## src/rtl/xgriscv_fetch_buffer.sv

```systemverilog
// Instruction fetch front-end: credit-limited request issue, response FIFO and redirect flush.
// Optional FETCH_BUF_BYPASS_EN lets a response reach decode in the cycle it arrives when the FIFO is empty.
module xgriscv_fetch_buffer #(
  parameter int          DEPTH     = 4,
  parameter logic [31:0] RESET_PC  = 32'h0000_0000,
  parameter logic [31:0] NOP_INSTR = 32'h0000_0013
) (
  input  logic        clk,
  input  logic        reset,
  input  logic        redirect_i,
  input  logic [31:0] redirect_pc_i,
  input  logic        stall_i,
  output logic        imem_req_o,
  output logic [31:0] imem_addr_o,
  input  logic        imem_gnt_i,
  input  logic        imem_rvalid_i,
  input  logic [31:0] imem_rdata_i,
  output logic [31:0] instr_o,
  output logic [31:0] pc_o,
  output logic        instr_valid_o
);

  localparam int AW = $clog2(DEPTH);
  localparam int CW = AW + 1;
  localparam logic [CW+1:0] DEPTH_W = (CW+2)'(DEPTH);

  logic [31:0]   fetchPc;
  logic [31:0]   respPc;
  logic [31:0]   lastPc;
  logic [31:0]   instrMem [DEPTH];
  logic [31:0]   pcMem    [DEPTH];
  logic [AW-1:0] rdPtr;
  logic [AW-1:0] wrPtr;
  logic [CW-1:0] fifoCount;
  logic [CW-1:0] inflight;
  logic [CW-1:0] discard;

  logic          fifoEmpty;
  logic          grant;
  logic          rvConsume;
  logic          rvAccept;
  logic          bypass;
  logic          pushEn;
  logic          popEn;
  logic [CW+1:0] creditSum;
  logic [31:0]   redirectTarget;
  logic [1:0]    unusedPcBits;

  // Every queued entry, outstanding request and pending discard holds one credit.
  assign creditSum   = (CW+2)'(fifoCount) + (CW+2)'(inflight) + (CW+2)'(discard);
  assign imem_req_o  = !reset && !redirect_i && (creditSum < DEPTH_W);
  assign imem_addr_o = fetchPc;
  assign grant       = imem_req_o && imem_gnt_i;
  assign fifoEmpty   = (fifoCount == '0);

  // rvConsume: response retires a discard or an inflight slot; rvAccept: it also carries live data.
  assign rvConsume = imem_rvalid_i && ((discard != '0) || (inflight != '0));
  assign rvAccept  = imem_rvalid_i && (discard == '0) && (inflight != '0) && !redirect_i;

`ifdef FETCH_BUF_BYPASS_EN
  assign bypass = rvAccept && fifoEmpty && !stall_i;
`else
  assign bypass = 1'b0;
`endif

  assign pushEn         = rvAccept && !bypass;
  assign popEn          = !fifoEmpty && !stall_i;
  assign redirectTarget = {redirect_pc_i[31:2], 2'b00};
  assign unusedPcBits   = redirect_pc_i[1:0];

  always_comb begin
    instr_valid_o = !fifoEmpty || bypass;
    instr_o       = NOP_INSTR;
    pc_o          = lastPc;
    if (!fifoEmpty) begin
      instr_o = instrMem[rdPtr];
      pc_o    = pcMem[rdPtr];
    end else if (bypass) begin
      instr_o = imem_rdata_i;
      pc_o    = respPc;
    end
  end

  always_ff @(posedge clk) begin
    if (reset) begin
      fetchPc   <= RESET_PC;
      respPc    <= RESET_PC;
      lastPc    <= RESET_PC;
      rdPtr     <= '0;
      wrPtr     <= '0;
      fifoCount <= '0;
      inflight  <= '0;
      discard   <= '0;
    end else begin
      if (redirect_i) begin
        // Requests still in the memory pipe turn into discards; a response arriving now retires one of them.
        fetchPc   <= redirectTarget;
        respPc    <= redirectTarget;
        inflight  <= '0;
        discard   <= discard + inflight - CW'(rvConsume);
        fifoCount <= '0;
        rdPtr     <= '0;
        wrPtr     <= '0;
      end else begin
        if (grant) fetchPc <= fetchPc + 32'd4;
        if (rvAccept) respPc <= respPc + 32'd4;
        inflight <= inflight + CW'(grant) - CW'(rvAccept);
        if (imem_rvalid_i && (discard != '0)) discard <= discard - CW'(1);
        fifoCount <= fifoCount + CW'(pushEn) - CW'(popEn);
        if (pushEn) wrPtr <= wrPtr + AW'(1);
        if (popEn) rdPtr <= rdPtr + AW'(1);
      end
      if (popEn) begin
        lastPc <= pcMem[rdPtr];
      end else if (bypass) begin
        lastPc <= respPc;
      end
    end
  end

  always_ff @(posedge clk) begin
    if (pushEn && !reset) begin
      instrMem[wrPtr] <= imem_rdata_i;
      pcMem[wrPtr]    <= respPc;
    end
  end

endmodule
```

## config.mk

```make
export PLATFORM = sky130hd
export DESIGN_NAME = xgriscv_fetch_buffer
export DESIGN_NICKNAME = d
export VERILOG_FILES = /design/src/rtl/xgriscv_fetch_buffer.sv
export SDC_FILE = /design/constraint.sdc
export NUM_CORES = 1
export LEC_CHECK = 0
export CORE_ASPECT_RATIO = 2
export CORE_MARGIN = 1.5
export CORE_UTILIZATION = 23
export CTS_CLUSTER_DIAMETER = 80
export DETAILED_ROUTE_END_ITERATION = 10
export GPL_TIMING_DRIVEN = 0
export PLACE_DENSITY = 0.37
export SLEW_MARGIN = 20
export SYNTH_ARGS = -nofsm -noshare
export SYNTH_HDL_FRONTEND = slang
export SYNTH_SLANG_ARGS = --single-unit
```

## constraint.sdc

```tcl
create_clock -name clk -period 4.5 [get_ports clk]
set_clock_uncertainty 0.15 [all_clocks]
set_input_delay 0.45 -clock clk [delete_from_list [all_inputs] [get_ports clk]]
set_output_delay 0.45 -clock clk [all_outputs]
set_load 0.02 [all_outputs]
```

==> metrics.txt, run 1 <==
status=complete, no violations; met2 WL=24,900 um; Post-route DRC=0; # setup viols final=0; DR WL/cell=21.0 um; crit path max fanout=8; Clock Pin Slew Worst Setup and Hold Paths=approximately 0.070 ns; Pre-antenna DRT Iters=4; post-CTS resize count=0; Max VDD drop=0.212 mV; Yosys reg bits=353; final WL=45,800 um; ANT nets after route=0; Final Cell Area=19,200 um2; wl on met1=~17,000 um; Tmin final=4.22 ns; Synth Area in Adders=about 2.2%; vias post-DR=between 9,000 and 10,000; pre-CTS WS=~0.11 ns; Final period util=a little over nine tenths; Max transition margin=27.5%; Avg Vias per Cell=~4.4; required time of the critical path=3.90 ns; Post-Synthesis Cell Area=15,000 um2; asr flop ratio synth=0%; port bufs=161; Highest Clock Rate=0.237 GHz; Filler cells=6,672; CTS Buf Count=37; Top Metal Used=met5; multi-input combinational cell area=5120 um2; crit path launch type=register; antenna violations before repair=1; Clock Tree Root=clkbuf_16; Core ar.=64,700 um2; DP Area=around 18,000 um2; first-pass GRT wire length=67,300 um; CTS Hold Bufs=0; Die X=~180 um; vias in the first global route=between 10,000 and 15,000; WL met3=1990 um; WS Path Type=register to output pin; Synth Area in Compound Gates=6.49%; Boundary Pins=168; Post-synth EDFFs=248; final setup margin=0.279 ns; initial core utilization=23.2%; Setup Fix Bufs, Post-CTS=0; max_cap viols=0; grt total ovfl=0; CTS tree=done; Worst Hold Class=register to register; Most used DFF post-synth=edfxtp_1; GPL Wtd Cong=0.881; Worst-Margin Slew=1.08 ns; sequential fraction of the synthesis area=63.5%; PD cells=384 nW/um2; final hold viol count=0; Fin Setup TNS=0 ns; Arr. time, crit path=around 3.6 ns; largest net degree at the start of global routing=38; count of pins over their slew limit=0; die area=67,100 um2; Chip Height=365 um; mean area per synthesized cell=14.0 um2; share of layout cells above drive strength 1=15.6%; Pleak=between 6 and 7 nW; # diodes=0; main combinational cell family by area after synthesis=multiplexers; CTS max path bufs=3; DR iter-0 viols=between 300 and 400; all-layer global routing usage=13.8%; register area=9550 um2; layout net count=1,376; RSZ-0062 raised after global routing=false; row cnt=around 130; H-tree depth=2; Yosys Warn Count=0; dpl hpwl=between 30,000 and 40,000 um; Layout area overhead=27.6%; simple-gate portion of the synthesized area=10.9%; synth unique cells=71; Clock Latency Late Sink=about 0.55 ns; mux cell area share after synthesis=11.9%; # clock sinks=353; Setup crit end kind=output pin; Post-Synth XOR/XNOR Area=2.27%; hold_ws=0.301 ns; Gate Count Post-Synth=1,071
[report_power, final]
group          leakage, nW  switching [W]  internal [W]
combinational         2.40       0.000316      0.000261
sequential            3.11      0.0000806       0.00353
clock                0.612        0.00133       0.00187
total                 6.12        0.00172       0.00565
[per-stage QoR]
stage / utilization (%) / total power (W) / instances
3_3_place_gp: 27.4 / 0.00426 / 2106
4_1_cts: 29.6 / 0.00752 / 2180
3_5_place_dp: 27.7 / 0.00426 / 2113
5_1_grt: 29.7 / 0.00766 / 2182
6_report: 29.7 / 0.00738 / 2182
2_1_floorplan: - / 0.00398 / 1074
[critical path: stages (launching register included)]
cell	delay, ns
dfxtp_1	0.30
buf_2	0.19
inv_1	0.08
fa_1	0.50
inv_1	0.07
ha_1	0.27
or3b_1	0.38
o22ai_2	0.60
nor3_1	0.09
clkdlybuf4s50_1	0.59
[layout make-up]
cell class	instances	area share [%]
buffer	62	1.45
clock buffer	50	5.45
clock inverter	17	1.03
inverter	36	0.704
multi-input combinational	623	26.7
sequential	353	49.7
tap	871	5.68
timing repair buffer	170	9.27
[registers in the layout (all words and copies together), names as in the netlist, named ones only]
register     count
wrPtr            2
discard          3
fifoCount        3
rdPtr            2
imem_addr_o     30
inflight         3
pcMem          120
lastPc          30
respPc          30
instrMem       128
[per-layer routing]
metal,vias to the layer above,GRT usage [%]
met5,-,0
met4,2,6.93
met3,87,2.40
met2,268,26.4
met1,4741,14.2
li1,4466,-
[path summary, 6_finish.rpt]
path	depth (start not counted)	to	startpoint	slack (ns)
worst min register to register	2	lastPc[13]$_SDFFE_PP0P_	lastPc[13]$_SDFFE_PP0P_	0.30
worst max-delay path	9	imem_req_o	inflight[2]$_SDFF_PP0_	0.28
worst min-delay path	2	lastPc[13]$_SDFFE_PP0P_	lastPc[13]$_SDFFE_PP0P_	0.30
worst max register to register	15	inflight[1]$_SDFF_PP0_	inflight[2]$_SDFF_PP0_	0.31
[synthesized netlist by cell type (all sizes together) (9+ instances only)]
library cell / n / area share (%)
a211oi: 14 / 0.70
a21oi: 63 / 2.1
a31oi: 14 / 0.58
and3: 10 / 0.42
buf: 23 / 0.87
clkbuf: 39 / 0.97
dfxtp: 105 / 14
edfxtp: 248 / 49
ha: 17 / 1.4
inv: 35 / 0.87
mux2: 31 / 2.3
mux4: 62 / 9.3
nand2: 110 / 2.7
nand3: 24 / 0.86
nand4: 22 / 1.1
nor2: 42 / 1.1
nor2b: 32 / 1.3
nor3: 15 / 0.57
nor4: 11 / 0.80
o21ai: 9 / 0.30
or3: 9 / 0.37
xnor2: 17 / 0.99
xor2: 22 / 1.3
[logic make-up after synthesis]
kind of cell | after synthesis
flops | 353
simple gates | 308
compound gates | 152
buf+inv | 98
mux | 97
xor+xnor | 39
fa+ha+maj | 23
other cells | 1
[placed cells by master, fill, tap and decap left out, types with 6 or more instances in the layout]
cell / netlist / layout
dfxtp_1: 105 / 105
nand2b_1: 8 / 8
nor2b_1: 32 / 32
inv_1: 33 / 33
fa_1: 6 / 6
mux4_2: 62 / 62
nand2_1: 110 / 110
clkinv_1: 1 / 6
clkdlybuf4s50_1: 0 / 161
edfxtp_1: 248 / 248
a21oi_1: 63 / 63
buf_4: 7 / 9
buf_1: 6 / 6
nor4_1: 7 / 7
a211oi_1: 14 / 14
mux2_2: 31 / 31
o21ai_0: 9 / 9
nor2_1: 40 / 40
buf_2: 9 / 9
o22ai_1: 6 / 6
or2_2: 7 / 7
ha_1: 17 / 17
o211ai_1: 6 / 6
xnor2_1: 17 / 17
xor2_1: 22 / 22
nand4_1: 20 / 20
nor3_1: 13 / 13
clkbuf_1: 39 / 46
nand3_1: 22 / 22
a31oi_1: 14 / 14
or3_1: 9 / 9
clkbuf_16: 0 / 38
and3_1: 10 / 6
(Power assumes the default switching activity.)
==> run 2: changes to the inputs <==
Settings changed: CORE_ASPECT_RATIO 2 to 0.9, REMOVE_ABC_BUFFERS set to 1.
==> run 2 against run 1 <==
Effect of this change:
- power grew 2.2%
- non-clock buffer count shrank 49
- final area grew 0.27%
- setup slack gained 0.076 ns
- flip-flop and latch count is the same
- wire length shrank 8.8%
- die area shrank 0.14%
- sequential share of layout area shrank 0.097 points
- first-iteration DRC count grew 73%
- utilization grew 0.23 points
- final cell count shrank 2.6%
- via count shrank 3.2%
==> metrics.txt, run 2 (synthesis gave the netlist of run 1 again) <==
status=complete, no violations; initial core utilization=roughly a quarter; CTS Hold Bufs=0; Clock Tree Root=clkbuf_16; dpl hpwl=27,400 um; Top Registers=instrMem x128, pcMem x120; Tmin final=4.15 ns; final WL=41,800 um; Clock Latency Late Sink=between 0.5 and 0.6 ns; Layout Cells excl Fill=between 2,000 and 2,500; final hold viol count=0; count of pins over their slew limit=0; Fin Setup TNS=0 ns; Worst-Margin Slew=0.984 ns; Highest Clock Rate=0.241 GHz; Clock Pin Slew Worst Setup and Hold Paths=0.06 ns; Worst path slowest cell=clkdlybuf4s50_1; Reg-to-Reg Start=inflight[1]$_SDFF_PP0_; share of layout cells above drive strength 1=16.8%; RSZ-0062 raised after global routing=false; vias in the first global route=between 9,000 and 10,000; vias post-DR=9,261; all-layer global routing usage=roughly an eighth; Pleak=6.15 nW; register area=9560 um2; Buf+Inv Stages, Crit Path=2; family with the most delay on the worst path=adder cells; final setup margin=0.355 ns; fin util=29.9%; # clock sinks=353; PD cells=about 390 nW/um2; most used cell, CP=fa_1; ANT nets after route=0; Filler cells=between 6,000 and 7,000; flop-to-flop setup slack=0.53 ns; hold_ws=0.0574 ns; layout net count=1,332; Arr. time, crit path=3.55 ns; hold depth=2; port bufs=about 160; WS Path Type=register to output pin; worst reg-to-reg path cell count=13; Post-route DRC=0; row cnt=88; Layout area overhead=27.9%; antenna violations before repair=0; commonest non-fill, non-tap cell in the layout=edfxtp_1; die area=67,000 um2; multi-input combinational cell area=5130 um2; Boundary Pins=168; CP startpoint=inflight[1]$_SDFF_PP0_; most frequent cells in the layout=248 x edfxtp_1, 159 x clkdlybuf4s50_1, 110 x nand2_1, 103 x dfxtp_1; Post-Place Cells=2,048; Die X=273 um; # diodes=0; grt total ovfl=0; Avg Vias per Cell=~4.4; Final period util=92.1%; CTS max path bufs=3; Chip Height=246 um; CTS Buf Count=42; Max transition margin=between 30% and 40%; Max VDD drop=0.260 mV; Cell Chain, Critical Path=inv_1 > fa_1 > nor2_1 > fa_1 > nor2b_1 > o22ai_2 > nor3_1 > clkdlybuf4s50_1; Setup crit end kind=output pin; Pre-antenna DRT Iters=4; RR Endpoint=inflight[2]$_SDFF_PP0_; DR iter-0 viols=676; Worst Hold Class=primary input to register; max reg flops=about 130; Core ar.=64,400 um2; max_cap viols=0; largest net degree at the start of global routing=89; first-pass GRT wire length=approximately 63,000 um; CP max stage delay=~0.68 ns; # setup viols final=0; required time of the critical path=3.90 ns; DR WL/cell=19.7 um; CTS tree=done; crit path max fanout=8; GPL Wtd Cong=roughly 0.74; H-tree depth=2; Reg with most FFs=instrMem; hold endpoint=lastPc[4]$_SDFFE_PP0P_; crit path launch type=register; Hold Crit Start=reset; pre-CTS WS=-0.270 ns
[run 2: cell count changes in the layout (fill, tap and decap cells not counted), moves of 6 or more]
cell and delta:
clkbuf_1 -42, buf_12 +8, buf_2 -8, buf_1 -6, buf_4 -6, clkinv_2 +6
[run 2: where the power goes]
group,switching (W),internal [W]
Sequential,0.0000822,0.00353
Clock,0.00136,0.00202
Combinational,0.000294,0.000256
Total,0.00173,0.00581
[run 2: worst max-delay path by stage]
stage / endpoint / slack, ns / depth (start not counted)
after floorplan: fifoCount[2]$_SDFF_PP0_ / -0.89 / 11
after global placement: fifoCount[2]$_SDFF_PP0_ / -5.46 / 11
after detailed placement: fifoCount[2]$_SDFF_PP0_ / -0.27 / 13
after CTS: fifoCount[2]$_SDFF_PP0_ / 0.07 / 13
after global routing: imem_req_o / 0.14 / 8
final: imem_req_o / 0.35 / 8
[run 2: layer usage]
| layer | track usage, % | up-vias | routed length [um] |
|---|---|---|---|
| li1 | - | 4380 | - |
| met1 | 17.5 | 4602 | 20200 |
| met2 | 19.4 | 214 | 18300 |
| met4 | 4.23 | 0 | 1150 |
| met3 | 2.78 | 65 | 2120 |
| met5 | 0 | - | 0 |
[run 2: repair_timing]
| item | in CTS | in global routing |
|---|---|---|
| pin swaps | 0 | 1 |
| cloned | 0 | 0 |
| endpoints found under the setup margin | 2 | 3 |
| gates resized for setup | 1 | 1 |
| setup buffers | 0 | 2 |
[run 2: stage by stage]
| step | power, W | cell area (um2) |
|---|---|---|
| 2_1_floorplan | 0.00395 | 14800 |
| 3_3_place_gp | 0.00423 | 17500 |
| 3_5_place_dp | 0.00423 | 17900 |
| 4_1_cts | 0.00768 | 19200 |
| 5_1_grt | 0.00786 | 19200 |
| 6_report | 0.00754 | 19200 |
[run 2: layout make-up]
| class | count | share of cell area (%) |
|---|---|---|
| Timing Repair Buffer | 183 | 10.3 |
| Tap cell | 855 | 5.56 |
| Inverter | 36 | 0.741 |
| Clock buffer | 47 | 5.67 |
| Sequential cell | 353 | 49.6 |
| Multi-Input combinational cell | 623 | 26.7 |
| Clock inverter | 29 | 1.36 |
==> run 3: changes to the inputs <==
Settings changed: PLACE_DENSITY 0.37 to 0.5, SLEW_MARGIN 20 to 30.
==> run 3 against run 2 <==
Effect of this change:
- clock power is essentially flat
- register-to-register slack got worse by 0.04 ns
- first-iteration DRC count is 3.1% lower
- maximum frequency up 0.35%
- final cell count grew 0.28%
- critical path type unchanged
- final area grew 0.23%
- largest cell class unchanged
- count of clock-buffer cells in the layout rose by 13
- flip-flop and latch count unchanged
- wire length shrank 4.5%
==> metrics.txt, run 3 (synthesis gave the netlist of run 1 again) <==
final WL=~40,000 um; fin util=30.0%; max_cap viols=0; Final period util=between 90% and 100%; CTS max path bufs=3; status=complete, no violations; # setup viols final=0; Hold Crit Start=reset; hold endpoint=imem_addr_o[2]$_SDFFE_PP0P_; antenna violations before repair=1; Pleak=6.15 nW; Avg Vias per Cell=4.40; most frequent cells in the layout=248 x edfxtp_1, 159 x clkdlybuf4s50_1, 110 x nand2_1, 103 x dfxtp_1; Reg-to-Reg Start=inflight[2]$_SDFF_PP0_; Reg with most FFs=instrMem; Boundary Pins=168; final setup margin=0.369 ns; DR iter-0 viols=655; initial core utilization=23.4%; multi-input combinational cell area=5130 um2; DR WL/cell=about 19 um; ANT nets after route=0; crit path launch type=register; hold depth=2; Clock Latency Late Sink=0.58 ns; all-layer global routing usage=12.1%; Fin Setup TNS=0 ns; Worst-Margin Slew=0.994 ns; pre-CTS WS=-0.364 ns; GPL Wtd Cong=approximately 0.78; RR Endpoint=inflight[1]$_SDFF_PP0_; RSZ-0062 raised after global routing=false; required time of the critical path=around 3.9 ns; Arr. time, crit path=between 3 and 4 ns; Setup crit end kind=output pin; final hold viol count=0; Die X=~270 um; row cnt=just under 90; Filler cells=~6,500; first-pass GRT wire length=approximately 60,000 um; register area=around 9600 um2; Max transition margin=33.2%; Top Registers=instrMem x128, pcMem x120; max reg flops=128; die area=67,000 um2; # clock sinks=353; Highest Clock Rate=approximately 0.24 GHz; share of layout cells above drive strength 1=16.9%; H-tree depth=2; port bufs=161; grt total ovfl=0; commonest non-fill, non-tap cell in the layout=edfxtp_1; WS Path Type=register to output pin; Clock Pin Slew Worst Setup and Hold Paths=0.05 ns; Layout area overhead=28.2%; Clock Tree Root=clkbuf_16; CTS Buf Count=44; Pre-antenna DRT Iters=5; crit path max fanout=8; vias post-DR=9,372; CTS Hold Bufs=0; flop-to-flop setup slack=0.49 ns; layout net count=between 1,000 and 1,500; CTS tree=done; Chip Height=about 250 um; count of pins over their slew limit=0; Post-route DRC=0; Core ar.=64,400 um2; Worst Hold Class=primary input to register; largest net degree at the start of global routing=65; vias in the first global route=9,641; dpl hpwl=27,300 um; Max VDD drop=0.243 mV; PD cells=393 nW/um2; Tmin final=4.13 ns; worst reg-to-reg path cell count=13
run 3: cell count changes in the layout (fill, tap and decap cells not counted), sizes merged:
cell	delta
clkbuf	+13
buf	+2
diode	+1
clkinvlp	+2
inv	+2
bufinv	-2
clkinv	-12
run 3: stage by stage:
stage / instances / hold slack (ns) / power (W) / instance area (um2)
after floorplan: 1012 / 0.277 / 0.00395 / 14800
after global placement: 2028 / 0.288 / 0.00421 / 17500
after detailed placement: 2049 / 0.294 / 0.00422 / 17900
after CTS: 2128 / 0.109 / 0.00769 / 19300
after global routing: 2131 / 0.171 / 0.00788 / 19300
final: 2132 / 0.154 / 0.00757 / 19300
run 3: worst max-delay path, cell delays in order (launching register included):
cell and delay, ns:
dfxtp_1 0.47, inv_1 0.10, fa_1 0.54, inv_1 0.08
ha_1 0.27, or3b_1 0.38, o22ai_2 0.42, nor3_1 0.12
clkdlybuf4s50_1 0.57
run 3: layout make-up:
cell class | instances | area share (%)
clock inverters | 19 | 0.953
multi-input cells | 623 | 26.6
clock buffers | 60 | 6.23
well taps | 855 | 5.54
inverters | 36 | 0.739
repair buffers | 185 | 10.4
diodes | 1 | 0.0130
flip-flops and latches | 353 | 49.5
run 3: layer usage:
layer	global-route usage [%]	up-vias	wire length [um]
met1	16.5	4690	18600
met2	19.4	236	18400
met3	2.46	53	2010
li1	-	4393	-
met5	0	-	0
met4	3.63	0	868
run 3: power breakdown:
group | internal (W) | total, W | switching [W]
Clock | 0.00204 | 0.00341 | 0.00137
Combinational | 0.000259 | 0.000554 | 0.000296
Sequential | 0.00353 | 0.00361 | 0.0000779
run 3: worst max path at each step:
stage / depth (start not counted) / from / endpoint
3_3_place_gp: 11 / fifoCount[1]$_SDFF_PP0_ / fifoCount[2]$_SDFF_PP0_
5_1_grt: 8 / inflight[2]$_SDFF_PP0_ / imem_req_o
3_5_place_dp: 13 / fifoCount[1]$_SDFF_PP0_ / fifoCount[2]$_SDFF_PP0_
2_1_floorplan: 11 / fifoCount[1]$_SDFF_PP0_ / fifoCount[2]$_SDFF_PP0_
6_report: 8 / inflight[2]$_SDFF_PP0_ / imem_req_o
4_1_cts: 13 / inflight[2]$_SDFF_PP0_ / inflight[2]$_SDFF_PP0_
run 3: what timing repair did:
| item | in CTS | in global routing |
|---|---|---|
| setup endpoints to repair | 2 | 2 |
| setup buffers | 0 | 3 |
| resized for setup | 2 | 0 |
| pin swaps | 0 | 1 |
